## src/rtl/pkt_pkg.sv

```systemverilog
// Shared packet-parsing definitions: header offsets, parser states and the
// EtherType/version constants used by ipv4_dest_extractor and its neighbours.
package pkt_pkg;

    // Default Ethernet header length (untagged frame, no VLAN).
    localparam int unsigned ETH_HDR_LEN_DEF = 14;

    // Byte offsets from the start of the frame for the untagged layout.
    localparam int unsigned ETYPE_OFS  = 12;  // EtherType, MSB first
    localparam int unsigned IPVER_OFS  = 14;  // IPv4 version/IHL byte
    localparam int unsigned IPDST_OFS  = 30;  // first byte of destination IP
    localparam int unsigned IPDST_LAST = 33;  // last byte of destination IP

    // EtherType accepted as IPv4 and the version nibble expected in it.
    localparam logic [15:0] IPV4_ETHERTYPE_DEFAULT = 16'h0800;
    localparam logic [3:0]  IPV4_VERSION           = 4'd4;

    // PARSE: walking the headers of the current frame.
    // DRAIN: header emitted, passing the payload through until tlast.
    typedef enum logic {
        PARSE = 1'b0,
        DRAIN = 1'b1
    } parse_state_t;

    // True when a fully received header must be flagged as unusable.
    function automatic logic ipv4_hdr_bad(
        input logic [15:0] etype,
        input logic [15:0] want_etype,
        input logic [3:0]  version,
        input bit          check_version
    );
        return (etype != want_etype) ||
               (check_version && (version != IPV4_VERSION));
    endfunction

endpackage

```

## src/rtl/ipv4_dest_extractor_if.sv

```systemverilog
// Bundle of the three buses around ipv4_dest_extractor: the ingress byte
// stream, the egress byte stream and the destination-IP header channel.
// slave is the extractor's view; master is the view of everything around it.
interface ipv4_dest_extractor_if;
    import pkt_pkg::*;

    // Ingress stream
    logic [7:0]  s_tdata;
    logic        s_tvalid;
    logic        s_tlast;
    logic        s_tready;

    // Egress stream towards the switch fabric
    logic [7:0]  m_tdata;
    logic        m_tvalid;
    logic        m_tlast;
    logic        m_tready;

    // Header channel towards the arbiter / ip_port_mapper
    logic [31:0] dest_ip;
    logic        hdr_err;
    logic        hdr_valid;
    logic        hdr_ready;

    modport slave (
        input  s_tdata, s_tvalid, s_tlast, m_tready, hdr_ready,
        output s_tready, m_tdata, m_tvalid, m_tlast,
               dest_ip, hdr_err, hdr_valid
    );

    modport master (
        output s_tdata, s_tvalid, s_tlast, m_tready, hdr_ready,
        input  s_tready, m_tdata, m_tvalid, m_tlast,
               dest_ip, hdr_err, hdr_valid
    );

endinterface

```

## src/rtl/ipv4_dest_extractor.sv

```systemverilog
// Zero-latency tap on the ingress byte stream. Parses Ethernet + IPv4
// headers of each frame and offers the destination IP on a valid/ready
// header channel. Only one header can be pending; a new frame is held at
// its first byte until the pending header has been popped.
module ipv4_dest_extractor
    import pkt_pkg::*;
#(
    parameter int unsigned ETH_HDR_LEN    = ETH_HDR_LEN_DEF,
    parameter logic [15:0] IPV4_ETHERTYPE = IPV4_ETHERTYPE_DEFAULT,
    parameter bit          CHECK_VERSION  = 1'b1
) (
    input  logic                     clk,
    input  logic                     rst,
    ipv4_dest_extractor_if.slave     bus
);

    // Offsets derived from the Ethernet header length so tagged layouts
    // only need a different ETH_HDR_LEN.
    localparam logic [5:0] OFS_ET_HI   = 6'(ETH_HDR_LEN - 2);
    localparam logic [5:0] OFS_ET_LO   = 6'(ETH_HDR_LEN - 1);
    localparam logic [5:0] OFS_VER     = 6'(ETH_HDR_LEN);
    localparam logic [5:0] OFS_DST     = 6'(ETH_HDR_LEN + 16);
    localparam logic [5:0] OFS_DST_END = 6'(ETH_HDR_LEN + 19);

    parse_state_t state;
    logic [5:0]   byte_cnt;
    logic [15:0]  et_reg;
    logic [3:0]   ver_reg;
    logic [23:0]  dst_sr;       // first three destination-IP bytes, MSB first

    logic [31:0]  dest_ip_r;
    logic         hdr_err_r;
    logic         hdr_valid_r;

    logic         gate;
    logic         accept;
    logic         pop;
    logic         in_dst;

    // Frame start is blocked while a header is still pending. The registered
    // hdr_valid is used, so a pop releases the stream one cycle later and the
    // first byte of the next frame never races an emission.
    assign gate   = !((state == PARSE) && (byte_cnt == 6'd0) && hdr_valid_r);
    assign accept = bus.s_tvalid && bus.s_tready;
    assign pop    = hdr_valid_r && bus.hdr_ready;
    assign in_dst = (byte_cnt >= OFS_DST) && (byte_cnt <= OFS_DST_END);

    assign bus.s_tready = bus.m_tready && gate;
    assign bus.m_tvalid = bus.s_tvalid && gate;
    assign bus.m_tdata  = bus.s_tdata;
    assign bus.m_tlast  = bus.s_tlast;

    assign bus.dest_ip   = dest_ip_r;
    assign bus.hdr_err   = hdr_err_r;
    assign bus.hdr_valid = hdr_valid_r;

    // Parser state, field capture and header emission.
    // NOTE: every register here, captured fields included, is reset because
    // a reset mid-frame must leave the next byte to be parsed as offset 0 with
    // no stale EtherType or version carried over.
    always_ff @(posedge clk or posedge rst) begin
        if (rst) begin
            state       <= PARSE;
            byte_cnt    <= '0;
            et_reg      <= '0;
            ver_reg     <= '0;
            dst_sr      <= '0;
            dest_ip_r   <= '0;
            hdr_err_r   <= 1'b0;
            hdr_valid_r <= 1'b0;
        end else begin
            // NOTE: non-blocking assignments let the pop clear below be
            // overridden by an emission later in the same block, and keep
            // every read in this block looking at pre-edge values.
            if (pop) begin
                hdr_valid_r <= 1'b0;
            end

            if (accept) begin
                unique case (state)
                    PARSE: begin
                        if (byte_cnt == OFS_ET_HI) et_reg[15:8] <= bus.s_tdata;
                        if (byte_cnt == OFS_ET_LO) et_reg[7:0]  <= bus.s_tdata;
                        if (byte_cnt == OFS_VER)   ver_reg      <= bus.s_tdata[7:4];
                        if (in_dst)                dst_sr       <= {dst_sr[15:0], bus.s_tdata};

                        if (byte_cnt == OFS_DST_END) begin
                            // Full header seen: emit, then drain the payload.
                            dest_ip_r   <= {dst_sr, bus.s_tdata};
                            hdr_err_r   <= ipv4_hdr_bad(et_reg, IPV4_ETHERTYPE,
                                                        ver_reg, CHECK_VERSION);
                            hdr_valid_r <= 1'b1;
                            if (bus.s_tlast) begin
                                state    <= PARSE;
                                byte_cnt <= '0;
                            end else begin
                                state    <= DRAIN;
                            end
                        end else if (bus.s_tlast) begin
                            // Frame ended before the destination IP: flag it.
                            dest_ip_r   <= '0;
                            hdr_err_r   <= 1'b1;
                            hdr_valid_r <= 1'b1;
                            byte_cnt    <= '0;
                        end else begin
                            byte_cnt    <= byte_cnt + 6'd1;
                        end
                    end

                    DRAIN: begin
                        if (bus.s_tlast) begin
                            state    <= PARSE;
                            byte_cnt <= '0;
                        end
                    end

                    default: begin
                        state    <= PARSE;
                        byte_cnt <= '0;
                    end
                endcase
            end
        end
    end

endmodule

```

## src/flat_wrapper.sv

```systemverilog
// flat-port wrapper written by rule: the top's interface ports become plain ports
module ipv4_dest_extractor_flat import pkt_pkg::*;
#(
    parameter int unsigned ETH_HDR_LEN    = ETH_HDR_LEN_DEF,
    parameter logic [15:0] IPV4_ETHERTYPE = IPV4_ETHERTYPE_DEFAULT,
    parameter bit          CHECK_VERSION  = 1'b1
)
  (clk, rst, bus_s_tdata, bus_s_tvalid, bus_s_tlast, bus_m_tready, bus_hdr_ready, bus_s_tready, bus_m_tdata, bus_m_tvalid, bus_m_tlast, bus_dest_ip, bus_hdr_err, bus_hdr_valid);
  ipv4_dest_extractor_if bus_i ();
  input  logic clk;
  input  logic rst;
  input wire logic [$bits(bus_i.s_tdata)-1:0] bus_s_tdata;
  input wire logic [$bits(bus_i.s_tvalid)-1:0] bus_s_tvalid;
  input wire logic [$bits(bus_i.s_tlast)-1:0] bus_s_tlast;
  input wire logic [$bits(bus_i.m_tready)-1:0] bus_m_tready;
  input wire logic [$bits(bus_i.hdr_ready)-1:0] bus_hdr_ready;
  output wire logic [$bits(bus_i.s_tready)-1:0] bus_s_tready;
  output wire logic [$bits(bus_i.m_tdata)-1:0] bus_m_tdata;
  output wire logic [$bits(bus_i.m_tvalid)-1:0] bus_m_tvalid;
  output wire logic [$bits(bus_i.m_tlast)-1:0] bus_m_tlast;
  output wire logic [$bits(bus_i.dest_ip)-1:0] bus_dest_ip;
  output wire logic [$bits(bus_i.hdr_err)-1:0] bus_hdr_err;
  output wire logic [$bits(bus_i.hdr_valid)-1:0] bus_hdr_valid;
  assign bus_i.s_tdata = bus_s_tdata;
  assign bus_i.s_tvalid = bus_s_tvalid;
  assign bus_i.s_tlast = bus_s_tlast;
  assign bus_i.m_tready = bus_m_tready;
  assign bus_i.hdr_ready = bus_hdr_ready;
  assign bus_s_tready = bus_i.s_tready;
  assign bus_m_tdata = bus_i.m_tdata;
  assign bus_m_tvalid = bus_i.m_tvalid;
  assign bus_m_tlast = bus_i.m_tlast;
  assign bus_dest_ip = bus_i.dest_ip;
  assign bus_hdr_err = bus_i.hdr_err;
  assign bus_hdr_valid = bus_i.hdr_valid;
  ipv4_dest_extractor #(.ETH_HDR_LEN(ETH_HDR_LEN), .IPV4_ETHERTYPE(IPV4_ETHERTYPE), .CHECK_VERSION(CHECK_VERSION)) u_core (.clk(clk), .rst(rst), .bus(bus_i));
endmodule
```

## config.mk

```make
export PLATFORM = sky130hd
export DESIGN_NAME = ipv4_dest_extractor_flat
export DESIGN_NICKNAME = d
export VERILOG_FILES = /design/src/rtl/pkt_pkg.sv /design/src/rtl/ipv4_dest_extractor_if.sv /design/src/rtl/ipv4_dest_extractor.sv /design/src/flat_wrapper.sv
export SDC_FILE = /design/constraint.sdc
export NUM_CORES = 1
export LEC_CHECK = 0
export BUFFER_PORTS_ARGS = -buffer_cell sky130_fd_sc_hd__buf_2
export CORE_MARGIN = 5
export CORE_UTILIZATION = 35
export CTS_BUF_LIST = sky130_fd_sc_hd__clkbuf_8 sky130_fd_sc_hd__clkbuf_16
export CTS_CLUSTER_SIZE = 25
export DETAILED_ROUTE_END_ITERATION = 8
export GPL_TIMING_DRIVEN = 0
export PLACE_DENSITY = 0.63
export SYNTH_ARGS = -nofsm -noshare
export SYNTH_HDL_FRONTEND = slang
export SYNTH_SLANG_ARGS = --single-unit
```

## constraint.sdc

```tcl
create_clock -name clk -period 4.2 [get_ports clk]
set_input_delay 0.42 -clock clk [delete_from_list [all_inputs] [get_ports clk]]
set_output_delay 0.42 -clock clk [all_outputs]
set_load 0.005 [all_outputs]
```

### Word level (Yosys, flattened, before mapping)

Cells that the tools add are included.

| storage, ports and cells | value |
|---|---|
| input bits | 14 |
| word-level logic and storage cells | 51 |
| bits in registers | 85 |
| output and inout port bits | 45 |

| cells by class | value |
|---|---|
| bitwise operators | 1 |
| reduce and logical (&&, ||, !) cells | 16 |
| $add $sub $neg | 1 |
| $lt $le $gt $ge | 2 |
| muxes and demuxes | 16 |
| eq/ne operators | 6 |

Operator list:

| kind | number |
|---|---|
| 32-bit two-way mux | 2 |
| 6-bit by 4-bit == test with 1-bit output (second input constant) | 3 |
| 6-bit two-way mux | 3 |
| 16-bit by 12-bit inequality test with 1-bit output (second input constant) | 1 |
| 3-bit AND reduction | 5 |
| 6-bit case mux with 2 select lines | 1 |
| 1-bit two-way mux | 9 |
| 1-bit logical AND | 7 |
| 6-bit by 1-bit adder with 6-bit output (second input constant) | 1 |
| 6-bit == test (second input constant) | 1 |
| 6-bit by 5-bit >= comparator with 1-bit output (second input constant) | 1 |
| 6-bit less-or-equal comparator (second input constant) | 1 |
| 6-bit logical NOT | 1 |
| 4-bit by 3-bit inequality test with 1-bit output (second input constant) | 1 |
| 1-bit case mux with 2 select lines | 1 |
| 2-bit nonzero test | 1 |
| 1-bit logical NOT | 1 |
| 1-bit logical OR | 1 |
| 1-bit inverter | 1 |

### Longest topological paths before layout

Gate-level depths: netlist of run 1.

| logic depth | value |
|---|---|
| word-level depth | 7 |
| depth in mapped cells | 8 |
| gate-level depth less buffers | 6 |

### Least setup slack after synthesis of run 1

OpenSTA, ideal clock, no wires.

| timing | value |
|---|---|
| kind | reg-to-reg |
| from | register u_core.byte_cnt[0] |
| to | register u_core.dest_ip_r[10], in the netlist u_core.bus.dest_ip[10] |
| required time | 4.079 ns |
| cell stages (with the launch flop) | 9 |
| setup slack | 2.149 ns |
| path buffers | 2 |
| library setup time | 0.121 ns |
| arrival time | 1.930 ns |
| period minus slack after synthesis | 2.051 ns |
| path through | dfrtp_1 > inv_1 > ha_1 > and4bb_4 > a21bo_4 > or3_1 > buf_2 > buf_6 > a22o_1 |

| on the way | value |
|---|---|
| word-level cells in the longest chain between the ends | 7 |
| elaborated cells on any way between the ends | 10 |
| classes of those cells | eq/ne (1); mux (1); reduce/logical (8) |

Ends and longest elaborated chain:

| element | line | source |
|---|---|---|
| from (decl) | ipv4_dest_extractor.sv:26 | `logic [5:0] byte_cnt;` |
| from (signal assigned) | ipv4_dest_extractor.sv:106 | `byte_cnt <= byte_cnt + 6'd1;` |
| 6-bit logical NOT | ipv4_dest_extractor.sv:43 | `assign gate = !((state == PARSE) && (byte_cnt == 6'd0) && hdr_valid_r);` |
| 1-bit logical AND (2 in series) | ipv4_dest_extractor.sv:43 |  |
| 1-bit logical NOT | ipv4_dest_extractor.sv:43 |  |
| 1-bit logical AND | ipv4_dest_extractor.sv:48 | `assign bus.s_tready = bus.m_tready && gate;` |
| 1-bit logical AND | ipv4_dest_extractor.sv:44 | `assign accept = bus.s_tvalid && bus.s_tready;` |
| 3-bit AND reduction (no line) | n/a |  |
| to (signal assigned) | ipv4_dest_extractor.sv:89 | `dest_ip_r <= {dst_sr, bus.s_tdata};` |
| to (decl) | ipv4_dest_extractor.sv:31 | `logic [31:0] dest_ip_r;` |

Parallel ways exist; a longest one is shown, timed or not.
A chain may end at the register's enable or synchronous reset.

### Final worst setup path of run 1

| timing | value |
|---|---|
| from | register u_core.byte_cnt[1] |
| to | register u_core.dest_ip_r[1], in the netlist u_core.bus.dest_ip[1] |

The elaborated chain is that of the path after synthesis.

==> results of run 1 <==
==> cells by family (layout without fill, tap and decap cells) <==
kind of cell             Yosys count  after routing  share of synthesized area
AO/OA/AOI/OAI                     55             55                      0.120
adder cells (fa/ha/maj)            5              5                     0.0172
buffers and inverters             28            102                     0.0560
multiplexers                      45             45                      0.159
AND/OR/NAND/NOR                   34             34                     0.0636
flip-flops                        85             85                      0.584
==> layout by cell type (no fill, tap or decap), types with 2 or more instances in the layout <==
cell type	n
or3_1	2
mux2_1	4
ha_1	5
dfrtp_1	85
nand2_1	8
mux2_2	20
clkbuf_8	9
inv_8	3
nor4_1	3
o21ai_1	2
mux2_4	20
buf_2	61
o21ai_0	3
nor2_1	2
a22o_1	32
o31ai_1	4
nand2b_1	2
nand3_1	2
nor4b_1	2
buf_6	8
and2_1	3
clkinv_4	2
a21oi_1	5
a31oi_1	2
inv_1	5
buf_4	9
==> layout make-up <==
class                      instances  area share
tap                              136      0.0393
buffer                            22      0.0419
inverter                           6     0.00578
multi-input combinational        139       0.303
clock buffer                       9      0.0286
sequential                        85       0.492
timing repair buffer              58      0.0723
clock inverter                     7      0.0176
==> worst max-delay path by stage <==
stage,from,to,slack (ns)
finish,u_core.byte_cnt[1],u_core.bus.dest_ip[1],1.95
global route,u_core.byte_cnt[0],u_core.bus.dest_ip[2],1.85
CTS,u_core.byte_cnt[1],u_core.bus.dest_ip[1],1.94
detailed placement,u_core.byte_cnt[1],u_core.bus.dest_ip[1],1.96
global placement,rst,u_core.bus.hdr_err,0.58
floorplan,rst,u_core.bus.dest_ip[0],1.59
==> routing by layer <==
| metal | global-route usage | vias up | share of wire |
|---|---|---|---|
| met2 | 0.187 | 48 | 0.47 |
| met1 | 0.164 | 1132 | 0.47 |
| met3 | 0.0255 | 13 | 0.036 |
| met4 | 0.0577 | 0 | 0.023 |
| met5 | 0 | - | 0 |
| li1 | - | 1053 | - |
==> stage by stage <==
stage          total power [uW]  hold WS (ns)  setup slack, ns  cell area, um2
2_1_floorplan              1070         0.466             1.59            3640
3_3_place_gp               1130         0.480            0.584            4100
3_5_place_dp               1140         0.455             1.96            4130
4_1_cts                    1700        0.0605             1.94            4330
5_1_grt                    1770        0.0766             1.85            4330
6_report                   1680        0.0576             1.95            4330
==> power by group <==
group          internal (uW)  switching [uW]  total (uW)
combinational            104             100         204
sequential               874            39.9         914
clock                    236             329         566
total                   1210             470        1680
==> results.tsv, run 1 <==
metric	value	unit
status	finished clean	
first-pass iteration count of the detailed router	4	
CP Capture Type	register	
setup violators final	0	
Clock Latency Late Sink	0.36	ns
area of the multi-input gates	0.00131	mm2
register area	0.00213	mm2
routability congestion estimate from global placement	0.794	
core area	0.0102	mm2
unrepaired setup endpoints after global routing	no	
Vias	2246	
PD cells	389	mW/mm2
Post-synth EDFFs	0	
vias in the first global route	2334	
max_slew headroom	0.646	
TNS Setup	0	ns
sequence of cells on the critical path	inv_1, ha_1, and4bb_4, a21bo_4, or3_1, buf_2, buf_6, a22o_1	
Hold Buf Count CTS	0	
WP buf/inv	3	
slowest stage delay, CP	0.43	ns
Post-CTS Setup Repair Bufs	0	
detailed placer's ending HPWL	5.34	mm
n_diodes	0	
row cnt	37	
Area Overhead vs Synth	18.8	%
total gr overflow	0	
Placed Cells	446	
clock tree buffer depth	2	
Lkg Pwr	0.00228	uW
Hold WC Path Type	input pin to async pin	
clk_skew	0.0117	ns
post-synthesis sequential area ratio	0.584	
I/O pin total	59	
FF-to-FF setup slack	1.95	ns
Overall Global Routing Usage	0.121	
Peak VDD IR	0.000146	V
Final Non-Filler Cells	462	
synth warn	0	
final slew viol count	0	
# DRC	0	
Fin. Hold Viols	0	
mapped cell area	0.00364	mm2
Worst Path Required	4.44	ns
first-pass GRT wire length	12.2	mm
critical path arrival	2.49	ns
critical path peak fanout	10	
largest net degree at the start of global routing	55	
most instantiated cells after synthesis	dfrtp_1 (85), a22o_1 (32), mux2_2 (20), mux2_4 (20), buf_4 (9)	
CTS tree	done	
nets	340	
CTS resizes	0	
Vert. Die Dim	112	um
Setup CP Type	register to register	
#FFs+latches synth	85	
starting density of the core	0.356	
WL per Instance	15.8	um
r2r worst-path depth	8	
crit-path leading delay family	simple AND/OR/NAND/NOR gates	
CTS Root Cell	clkbuf_8	
share of the synthesized area in the top cell type	0.584	
most frequent cell after synthesis	dfrtp_1	
Max Clk Rate	444	MHz
CTS Buf Count	9	
# port buffers	57	
antenna viol nets, final	0	
Tmin final	2.25	ns
worst slew pin tran	0.526	ns
Synth Flop Type	dfrtp_1	
DR iter-0 viols	140	
Fillers	934	
cell taking the most area after synthesis	dfrtp_1	
Cells after Synth	252	
initial antenna violation count	0	
clock transition at the registers of the reported paths	0.10	ns
reg2reg end	u_core.bus.dest_ip[1]	
slowest CP cell	dfrtp_1	
die width	112	um
Max-Cap Viols	0	
reg2reg start	u_core.byte_cnt[1]	
ys async rst share	1.00	
overall die area	0.0125	mm2
DR vias/cell	4.86	
Final period util	0.536	
Worst setup SP type	register	
layout cell share with drive strength beyond 1	0.433	
Sink Count	85	
Avg Inst Size Synth	14.4	um2
Mapped Nets	271	
max reg flops	32	
htree depth	3	
critical path depth	8	
final wirelength	7.30	mm
post-synth cell types	42	
post-layout util	0.423	
synth top area cells	dfrtp_1 (58%), mux2_4 (8.2%), a22o_1 (7.7%)	
Note: power is estimated with default switching activity, not from simulation.
==> run 2: changes to the inputs <==
--- a/config.mk
+++ b/config.mk
@@ -5,6 +5,7 @@
 export SDC_FILE = /design/constraint.sdc
 export NUM_CORES = 1
 export LEC_CHECK = 0
+export ABC_AREA = 1
 export BUFFER_PORTS_ARGS = -buffer_cell sky130_fd_sc_hd__buf_2
 export CORE_MARGIN = 5
 export CORE_UTILIZATION = 35
@@ -12,7 +13,7 @@
 export CTS_CLUSTER_SIZE = 25
 export DETAILED_ROUTE_END_ITERATION = 8
 export GPL_TIMING_DRIVEN = 0
-export PLACE_DENSITY = 0.63
+export PLACE_DENSITY = 0.64
 export SYNTH_ARGS = -nofsm -noshare
 export SYNTH_HDL_FRONTEND = slang
 export SYNTH_SLANG_ARGS = --single-unit
==> constraint.sdc (replaced) <==
create_clock -name clk -period 1.9 [get_ports clk]
set_input_delay 0.19 -clock clk [delete_from_list [all_inputs] [get_ports clk]]
set_output_delay 0.19 -clock clk [all_outputs]
set_load 0.005 [all_outputs]
==> results.tsv, run 2 <==
metric	value	unit	change
status	finished clean		
I/O pin total	59		unchanged
Fin. Hold Viols	0		unchanged
Overall Global Routing Usage	0.145		+0.0233
# DRC	0		unchanged
Area Overhead vs Synth	27.4	%	
row cnt	38		+2.7%
Mapped Nets	497		+83%
Max-Cap Viols	0		unchanged
Worst setup SP type	register		
Vert. Die Dim	116	um	+3.6%
routability congestion estimate from global placement	0.882		+11%
Lkg Pwr	0.00291	uW	+28%
sequence of cells on the critical path	buf_8, inv_2, ha_4, nand2_2, nor2_2, nand2_2, nand3_4, nor2_4, clkinvlp_4, buf_6, nand2_1, nand2_1		
TNS Setup	0	ns	unchanged
Psw	1110	uW	+140%
area of the multi-input gates	0.00157	mm2	+20%
initial antenna violation count	0		unchanged
Int Pwr	3170	uW	+160%
pre-CTS setup slack	-0.338	ns	-2.30 ns
clk_skew	0.00806	ns	-0.00362 ns
Fillers	1053		+13%
DR iter-0 viols	298		+110%
most frequent cells in the layout	nand2_1 (220), dfrtp_1 (84), buf_2 (66)		
most frequent cell after synthesis	nand2_1		
clock tree buffer depth	2		unchanged
critical path arrival	2.04	ns	-0.45 ns
Post-synth EDFFs	0		unchanged
#FFs+latches synth	85		unchanged
final slew viol count	0		unchanged
Synth Flop Type	dfrtp_1		
die width	116	um	+3.6%
Hold WC Path Type	input pin to register		
max_slew headroom	0.683		+0.0364
cell taking the most area after synthesis	dfrtp_1		
Peak VDD IR	0.000432	V	+200%
most instantiated cells after synthesis	nand2_1 (223), dfrtp_1 (85), nand3_1 (60), nor2_1 (20), inv_1 (18)		
Max Clk Rate	551	MHz	+24%
FF-to-FF setup slack	0.09	ns	-1.86 ns
Final WS setup	0.0867	ns	-1.86 ns
WL per Instance	13.6	um	-14%
n_diodes	0		unchanged
critical path peak fanout	6		-4
Vias	3344		+49%
Clock Latency Late Sink	0.33	ns	-0.03 ns
Avg Inst Size Synth	8.23	um2	-43%
synth warn	0		unchanged
commonest non-fill, non-tap cell in the layout	nand2_1		
first-pass iteration count of the detailed router	4		unchanged
post-synth cell types	27		-36%
setup violators final	0		unchanged
share of the synthesized area in the top cell type	0.541		-0.0437
Tmin final	1.81	ns	-0.438 ns
max reg flops	32		unchanged
r2r worst-path depth	12		+4
post-synthesis sequential area ratio	0.541		-0.0437
DR vias/cell	4.67		-3.9%
Cells after Synth	478		+90%
Sw Ratio	0.260		-0.0191
Flop pwr share	0.435		-0.108
CTS Buf Count	9		unchanged
htree depth	3		unchanged
CP Capture Type	register		
nets	590		+74%
ys async rst share	1.00		unchanged
Worst Path Required	2.12	ns	-2.32 ns
antenna viol nets, final	0		unchanged
unrepaired setup endpoints after global routing	yes		
# port buffers	58		+1.8%
synth top area cells	dfrtp_1 (54%), nand2_1 (21%), nand3_1 (7.6%)		
slowest stage delay, CP	0.41	ns	-0.02 ns
mapped cell area	0.00394	mm2	+8.1%
largest net degree at the start of global routing	37		-33%
PD cells	853	mW/mm2	+120%
Clock power frac	0.418		+0.082
worst slew pin tran	0.475	ns	-0.0508 ns
detailed placer's ending HPWL	6.79	mm	+27%
Final period util	0.954		+0.418
Sink Count	85		unchanged
first-pass GRT wire length	15.5	mm	+27%
total gr overflow	0		unchanged
vias in the first global route	3178		+36%
CTS Root Cell	clkbuf_16		
clock transition at the registers of the reported paths	0.06	ns	-0.04 ns
layout cell share with drive strength beyond 1	0.262		-0.170
starting density of the core	0.360		+0.00396
Comb pwr share	0.148		+0.027
overall die area	0.0135	mm2	+7.3%
register area	0.00213	mm2	about the same
slowest CP cell	dfrtp_1		
core area	0.0109	mm2	+6.9%
CTS tree	done		
hold path depth	2		
Pwr Total	4280	uW	+150%
Setup CP Type	register to register		
final wirelength	9.76	mm	+34%
[run 2: stage by stage]
step / hold WS [ns] / std cells / util / area (um2)
after CTS: 0.0465 / 700 / 0.442 / 4830
after floorplan: 0.286 / 478 / - / 3940
after global placement: 0.388 / 676 / 0.403 / 4400
after detailed placement: 0.245 / 678 / 0.406 / 4440
after global routing: 0.0507 / 716 / 0.458 / 5010
final: 0.0571 / 716 / 0.458 / 5010
[run 2: timing repair]
| action | 4_1_cts | 5_1_grt |
|---|---|---|
| endpoints found under the setup margin | 87 | 75 |
| hold buffers | 1 | 0 |
| endpoints found under the hold margin | 18 | 0 |
| gates resized for setup | 13 | 18 |
| buffers inserted | 4 | 13 |
| gates cloned | 1 | 3 |
| pin swaps | 2 | 2 |
[run 2: layer usage]
layer  up-vias  global-route usage  routed length (um)
met2        53               0.249                4980
met5         -                   0                   0
met1      1592               0.189                4300
met4         0              0.0294                  76
met3        10              0.0319                 409
li1       1689                   -                   -
[run 2: final cells by class]
type | instances | share of cell area
Clock inverter | 7 | 0.0160
Multi-Input combinational cell | 341 | 0.314
Inverter | 22 | 0.0172
Timing Repair inverter | 1 | 0.00150
Tap cell | 140 | 0.0349
Sequential cell | 85 | 0.425
Buffer | 30 | 0.0497
Timing Repair Buffer | 81 | 0.0974
Clock buffer | 9 | 0.0449
[run 2: path summary, 6_finish.rpt]
kind,start,endpoint
setup reg to reg,u_core.byte_cnt[0],u_core.bus.dest_ip[22]
max in group asynchronous,rst,u_core.byte_cnt[5]
hold reg to reg,u_core.et_reg[10],u_core.et_reg[10]
hold / removal,bus_hdr_ready,u_core.bus.hdr_valid
setup / recovery,u_core.byte_cnt[0],u_core.bus.dest_ip[22]
min in group asynchronous,rst,u_core.bus.dest_ip[26]
[run 2: cell families (layout without fill, tap and decap cells)]
family | after synthesis | in the layout | synth area share
AO/OA/AOI/OAI | 14 | 14 | 0.0184
adder cells (fa/ha/maj) | 5 | 5 | 0.0159
buffers and inverters | 52 | 150 | 0.0763
flip-flops | 85 | 85 | 0.541
AND/OR/NAND/NOR | 321 | 321 | 0.347
XOR/XNOR | 1 | 1 | 0.00223
[run 2: power groups by stage]
stage / clock network (uW) / logic, uW / registers [uW]
finish: 1790 / 631 / 1860
global route: 1900 / 691 / 1860
detailed placement: 0 / 426 / 1890
floorplan: 0 / 284 / 1890
global placement: 0 / 409 / 1890
CTS: 1820 / 476 / 1850
[run 2: worst max-delay path, delay by kind of cell (launching register included)]
kind	cells	cell delay (ns)
simple gates	7	0.64
buf+inv	4	0.50
flops	1	0.41
fa+ha+maj	1	0.16
